<file path="src/rtl/axi_tagctrl_way_rd_unit.sv">
// axi_tagctrl_way_rd_unit: splits a burst read descriptor into single-beat data-way reads and returns the beats in order
// Ports: desc_* burst descriptor in; way_req_* / way_rsp_* data-way request and response; r_* in-order beat stream
// with last flag; busy_o burst in progress; err_o sticky tag/unsolicited-response error.
// Option: AXI_TAGCTRL_RD_UNIT_TAG_CHECK_EN enables the response tag check that drives err_o.
module axi_tagctrl_way_rd_unit #(
  parameter int IndexLength       = 8,
  parameter int BlockOffsetLength = 3,
  parameter int DataWidth         = 64,
  parameter int NumWays           = 8,
  parameter int UnitWidth         = 2,
  parameter int UnitId            = 1,
  parameter int Depth             = 2
) (
  input  logic                         clk_i,
  input  logic                         rst_i,
  input  logic                         desc_valid_i,
  output logic                         desc_ready_o,
  input  logic [NumWays-1:0]           desc_way_i,
  input  logic [IndexLength-1:0]       desc_line_i,
  input  logic [BlockOffsetLength-1:0] desc_offset_i,
  input  logic [BlockOffsetLength-1:0] desc_len_i,
  output logic                         way_req_valid_o,
  input  logic                         way_req_ready_i,
  output logic [UnitWidth-1:0]         way_req_unit_o,
  output logic [NumWays-1:0]           way_req_way_o,
  output logic [IndexLength-1:0]       way_req_line_o,
  output logic [BlockOffsetLength-1:0] way_req_offset_o,
  output logic                         way_req_we_o,
  input  logic                         way_rsp_valid_i,
  output logic                         way_rsp_ready_o,
  input  logic [UnitWidth-1:0]         way_rsp_unit_i,
  input  logic [DataWidth-1:0]         way_rsp_data_i,
  output logic                         r_valid_o,
  input  logic                         r_ready_i,
  output logic [DataWidth-1:0]         r_data_o,
  output logic                         r_last_o,
  output logic                         busy_o,
  output logic                         err_o
);
  localparam int CW = $clog2(Depth + 1);
  localparam int PW = Depth > 1 ? $clog2(Depth) : 1;
  localparam logic [CW:0] DEPTH_W = (CW + 1)'(Depth);
  localparam logic [PW-1:0] LAST_PTR = PW'(Depth - 1);
  typedef enum logic [1:0] {IDLE, ISSUE, DRAIN} state_t;
  state_t state_q, state_d;
  logic [NumWays-1:0] way_q;
  logic [IndexLength-1:0] line_q;
  logic [BlockOffsetLength-1:0] offset_q, issue_cnt, beat_cnt;
  logic [CW-1:0] outst, fill;
  logic [PW-1:0] wr_ptr, rd_ptr;
  logic [DataWidth-1:0] mem [Depth];
  logic desc_hs, req_hs, push, pop;
  assign desc_ready_o = state_q == IDLE;
  assign busy_o = state_q != IDLE;
  // Credit check: in-flight reads plus buffered beats must leave room for one more response.
  assign way_req_valid_o = state_q == ISSUE && ({1'b0, outst} + {1'b0, fill}) < DEPTH_W;
  assign way_req_unit_o = UnitWidth'(UnitId);
  assign way_req_way_o = way_q;
  assign way_req_line_o = line_q;
  assign way_req_offset_o = offset_q;
  assign way_req_we_o = 1'b0;
  assign way_rsp_ready_o = 1'b1;
  assign desc_hs = desc_valid_i && desc_ready_o;
  assign req_hs = way_req_valid_o && way_req_ready_i;
  // A response with nothing in flight is unsolicited and dropped.
  assign push = way_rsp_valid_i && outst != '0;
  assign pop = r_valid_o && r_ready_i;
  assign r_valid_o = fill != '0;
  assign r_data_o = mem[rd_ptr];
  assign r_last_o = r_valid_o && beat_cnt == '0;
  always_comb begin
    state_d = state_q;
    if (state_q == IDLE && desc_hs) state_d = ISSUE;
    if (state_q == ISSUE && req_hs && issue_cnt == '0) state_d = DRAIN;
    if (state_q == DRAIN && pop && beat_cnt == '0) state_d = IDLE;
  end
  always_ff @(posedge clk_i) begin
    if (rst_i) begin
      state_q <= IDLE;
      way_q <= '0;
      line_q <= '0;
      offset_q <= '0;
      issue_cnt <= '0;
      beat_cnt <= '0;
      outst <= '0;
      fill <= '0;
      wr_ptr <= '0;
      rd_ptr <= '0;
    end else begin
      state_q <= state_d;
      if (desc_hs) begin
        way_q <= desc_way_i;
        line_q <= desc_line_i;
        offset_q <= desc_offset_i;
        issue_cnt <= desc_len_i;
        beat_cnt <= desc_len_i;
      end
      if (req_hs) begin
        offset_q <= offset_q + 1'b1;
        issue_cnt <= issue_cnt - 1'b1;
      end
      if (pop) beat_cnt <= beat_cnt - 1'b1;
      outst <= outst + CW'(req_hs) - CW'(push);
      fill <= fill + CW'(push) - CW'(pop);
      if (push) wr_ptr <= wr_ptr == LAST_PTR ? '0 : wr_ptr + 1'b1;
      if (pop) rd_ptr <= rd_ptr == LAST_PTR ? '0 : rd_ptr + 1'b1;
    end
  end
  always_ff @(posedge clk_i) begin
    if (push) mem[wr_ptr] <= way_rsp_data_i;
  end
`ifdef AXI_TAGCTRL_RD_UNIT_TAG_CHECK_EN
  logic err_q;
  always_ff @(posedge clk_i) begin
    if (rst_i) err_q <= 1'b0;
    else if (way_rsp_valid_i && (way_rsp_unit_i != UnitWidth'(UnitId) || outst == '0)) err_q <= 1'b1;
  end
  assign err_o = err_q;
`else
  logic unused_rsp_unit;
  assign unused_rsp_unit = ^way_rsp_unit_i;
  assign err_o = 1'b0;
`endif
endmodule

</file>
<file path="config.mk">
export PLATFORM = sky130hd
export DESIGN_NAME = axi_tagctrl_way_rd_unit
export DESIGN_NICKNAME = d
export VERILOG_FILES = /design/src/rtl/axi_tagctrl_way_rd_unit.sv
export SDC_FILE = /design/constraint.sdc
export NUM_CORES = 1
export LEC_CHECK = 0
export ABC_AREA = 1
export CAP_MARGIN = 0
export CORE_MARGIN = 2
export CORE_UTILIZATION = 32
export DETAILED_ROUTE_END_ITERATION = 8
export PLACE_DENSITY_LB_ADDON = 0.25
export SLEW_MARGIN = 20
export SYNTH_ARGS = -nofsm -noshare
export SYNTH_HDL_FRONTEND = slang
export SYNTH_SLANG_ARGS = --single-unit
</file>
<file path="constraint.sdc">
create_clock -name clk_i -period 4 [get_ports clk_i]
set_input_delay 0.6 -clock clk_i [delete_from_list [all_inputs] [get_ports clk_i]]
set_output_delay 0.6 -clock clk_i [all_outputs]
set_load 0.01 [all_outputs]
</file>
Yosys cells after proc, flatten, opt, wreduce, memory -nomap -nowiden
Memories as Yosys holds them, arrays and structs flattened. A register that Yosys moved wholly into a read port is not among the register bits.
Cells that the tools add are included.
{"block": "word_totals", "reg_bits": 33, "mem_count": 1, "latch_bits": 0, "mem_bits_ro": 0, "ramBits": 128}
{"name": "mem", "depth": 2, "width": 64, "rd": 1, "rd_clocked_by_memory_dff": 1, "wr": 1, "line_no": "51", "text": "logic [DataWidth-1:0] mem [Depth];"}
{"block": "classes", "n_eq_ne": 2, "div": 0, "n_reduce_logical": 22, "add_sub_neg": 10, "n_shift": 0, "mux": 13, "bitwise_logic": 0, "n_mul": 0, "order_cmp": 1}
{"cell": "$mux W3", "n": 5}
{"cell": "$reduce_bool A2 Y1", "n": 6}
{"cell": "$logic_and A1 B1 Y1", "n": 11}
{"cell": "$logic_not A3 Y1", "n": 2}
{"cell": "$mux W1", "n": 6}
{"cell": "$sub A3 B1 Y3 const B", "n": 2}
{"cell": "$add A2 B1 Y2", "n": 2}
{"cell": "$mux W2", "n": 2}
{"cell": "$sub A2 B1 Y2", "n": 2}
{"cell": "$add A2 B2 Y3", "n": 1}
{"cell": "$add A3 B1 Y3 const B", "n": 1}
{"cell": "$lt A3 B2 Y1 const B", "n": 1}
{"cell": "$reduce_or A3 Y1", "n": 1}
{"cell": "$add A1 B1 Y1 const B", "n": 2}
{"cell": "$eq A2 B1 Y1 const B", "n": 1}
{"cell": "$eq A2 B2 Y1 const B", "n": 1}
{"cell": "$logic_not A2 Y1", "n": 1}
{"cell": "$reduce_or A2 Y1", "n": 1}

Longest topological paths before layout
{"block": "depth", "ltp_word": 7, "depth_mapped": 12}

Worst setup path after synthesis
No wires, ideal clock.
{"block": "synth_path", "path_type": "input port to flip-flop", "startpoint": "input way_rsp_valid_i", "endpoint": "memory mem[1][0] (enable)", "t_required_ns": 3.512, "n_path_buf": 0, "path_stages": 2, "arrival_time_ns": 3.481, "slack_ns": 0.031, "path_cell_list": "o21ai_0 -> nor2_1"}
{"block": "synth_via", "elab_chain_cells": 3}
{"item": "start, declared", "line_no": "29", "text": "input logic way_rsp_valid_i,"}
{"item": "$logic_and A1 B1 Y1", "line_no": "66", "text": "assign push = way_rsp_valid_i && outst != '0;"}
{"item": "$mux W1", "line_no": "110", "text": "if (push) mem[wr_ptr] <= way_rsp_data_i;"}
{"item": "$mux W1 (implied by the code)", "line_no": "110"}
{"item": "end, declared", "line_no": "51"}
No other way between the ends.

==> summary.md <==
| Metric | Value |
|---|---|
| Slew @ Worst Pin | 863 ps |
| Worst Skew | 6.77 ps |
| Post-route minimum period | 3070 ps |
| Critical path arrival | 2470 ps |
| Leakage Power | 3.17 nW |
| Hold Crit Class | reg2reg |
| CTS Buf Count | 17 |
| Placer Congestion | 0.781 |
| Vias post-DR | 4004 |
| Row cnt | 51 |
| Port-buffer cells | 179 |
| Slew margin rel. | 41.8% |
| Total GRT Usage | 12.9% |
| Ys Warns | 0 |
| Post-synth EDFFs | 128 |
| Core area | 19400 µm² |
| CTS H-tree lvls | 4 |
| Clock Latency Late Sink | 420 ps |
| Async S/R FF share, synth | 0% |
| Routed Wire Length | 13.4 mm |
| Post-Syn Instances | 428 |
| Post-CTS Repair Setup Buffers | 0 |
| First-pass GRT wire length | 20.2 mm |
| Pin count of the biggest net entering global routing | 47 |
| Critical Path Start Type | flip-flop |
| TritonCTS clock tree | built |
| Vias/cell | 4.49 |
| IO Pins | 187 |
| CP max stage cell | dfxtp_2 |
| Commonest cells after routing, fill and taps aside | clkdlybuf4s50_1 (179), edfxtp_1 (128), mux2_2 (64) |
| Post-cts resize count | 0 |
| CP max stage delay | 750 ps |
| Finish-stage setup viols | 0 |
| Die Y | 144 µm |
| Total Nets Final | 719 |
| Unique masters post-synth | 32 |
| Fin area | 8940 µm² |
| WP data required | 3400 ps |
| Cts hold-fix bufs | 0 |
| Hold Violations, Final | 0 |
| Placed wire-length estimate | 9.07 mm |
| Initial DRC count | 166 |
| Syn-to-layout area delta | 42.0% |
| CP Capture Type | primary output |
| Grt ovf | 0 |
| Critical Path Stages | 3 |
| Fmax achieved | 326 MHz |
| Placed instance area | 8380 µm² |
| Reg2reg path depth | 11 |
| Seq/Total Area, Yosys | 71.8% |
| RSZ-0062 raised after global routing | no |
| Vias in the first global route | 4030 |
| Initial antenna violation count | 1 |
| Routed WL per cell | 15.0 µm |
| Worst R2R Setup Slack | 1430 ps |
| Post-synthesis cell area | 6300 µm² |
| N_diodes | 0 |
| Cells along the critical path | buf_4 -> mux2_2 -> clkdlybuf4s50_1 |
| Syn Area/Cell | 14.7 µm² |
| Worst vdd ir | 0.000293 V |
| Synth Flop Type | edfxtp_1 |
| Slew Viols, Final | 0 |
| CTS Buffer Depth | 2 |
| Setup TNS | 0 ps |
| Synthesized flop and latch total | 162 |
| Drc violations | 0 |
| Share of layout cells above drive strength 1 | 17.7% |
| Sinks on Clock Net | 162 |
| CP bufs+invs | 2 |
| Hold-critical path depth | 1 |
| Root buffer cell | clkbuf_16 |
| Kind of critical path | reg2out |
| Power per Cell Area | 604 nW/µm² |
| Delay-heaviest family, CP | buffers and inverters |
| Initial Util | 32.5% |
| Die Area | 20800 µm² |
| Antenna-violating nets left | 0 |
| Fin crit share | 76.7% |
| Status | finished clean |
| Commonest non-fill, non-tap cell in the layout | clkdlybuf4s50_1 |
| Drt pass-1 iters | 4 |
| Clock-pin slew on the worst setup and hold paths | 60 ps |
| Worst-path fanout max | 25 |
| Max-Cap Viols | 0 |
| DIE WIDTH | 144 µm |
[metal layers]
layer | vias to the layer above | track usage (%) | wire (µm)
met5 | - | 0 | 13
met4 | 2 | 4.75 | 189
met3 | 17 | 5.17 | 1290
met2 | 147 | 21.3 | 6390
met1 | 1951 | 15.1 | 5530
li1 | 1887 | - | -
[metrics by stage]
step | hold slack [ps] | setup WS, ps | total power, W | std cells | util [%]
floorplan | 426 | 30.5 | 0.00311 | 431 | -
global placement | 428 | 1280 | 0.00386 | 861 | 43.2
detailed placement | 438 | 1240 | 0.00390 | 861 | 43.2
CTS | 457 | 853 | 0.00548 | 892 | 46.1
global route | 507 | 759 | 0.00570 | 892 | 46.1
finish | 466 | 933 | 0.00540 | 892 | 46.1
[logic make-up after synthesis]
| group | synth area share, % |
|---|---|
| xor+xnor | 0.417 |
| flops | 71.8 |
| simple gates | 7.11 |
| mux | 11.4 |
| buf+inv | 3.77 |
| compound gates | 3.18 |
| other cells | 0.119 |
| fa+ha+maj | 2.11 |
[flip-flops by register name, summed over array words and instances, names as in the netlist, named ones only]
register          cells
beat_cnt              3
fill                  2
issue_cnt             3
mem                 128
outst                 2
rd_ptr                1
state_q               2
way_req_line_o        8
way_req_offset_o      3
way_req_way_o         8
wr_ptr                1
[where the power goes]
part	internal [W]	switching, W	total [W]	leakage [nW]
combinational	0.000861	0.000753	0.00161	1.46
sequential	0.00211	0.000121	0.00223	1.44
clock	0.000918	0.000642	0.00156	0.270
[final timing paths]
path | start | end
setup / recovery | flip-flop | r_data_o[58]
hold / removal | rd_ptr$_SDFFE_PP0P_ | flip-flop
setup reg to reg | fill[0]$_SDFF_PP0_ | outst[1]$_SDFF_PP0_
hold reg to reg | rd_ptr$_SDFFE_PP0P_ | flip-flop
[final cells by class]
| type | instances | area [µm²] |
|---|---|---|
| Tap cell | 265 | 332 |
| Fill cell | 1771 | 10500 |
| Clock buffer | 19 | 433 |
| Multi-Input combinational cell | 221 | 1560 |
| Sequential cell | 162 | 4530 |
| Inverter | 28 | 108 |
| Timing Repair Buffer | 185 | 1850 |
| Clock inverter | 12 | 134 |
[Yosys cell counts (3+ instances only)]
| library cell | instances | area share [%] |
|---|---|---|
| edfxtp_1 | 128 | 61 |
| mux2_2 | 64 | 11 |
| nor2_1 | 51 | 3.0 |
| dfxtp_1 | 34 | 11 |
| inv_1 | 26 | 1.5 |
| nand2_1 | 26 | 1.5 |
| o21ai_0 | 21 | 1.7 |
| nand3_1 | 13 | 1.0 |
| a21oi_1 | 10 | 0.79 |
| buf_2 | 10 | 0.79 |
| ha_1 | 9 | 1.8 |
| buf_4 | 5 | 0.60 |
| o21ai_1 | 4 | 0.32 |
| buf_6 | 3 | 0.54 |
| xnor2_1 | 3 | 0.42 |
No activity file was read; power rests on OpenSTA's default activity.
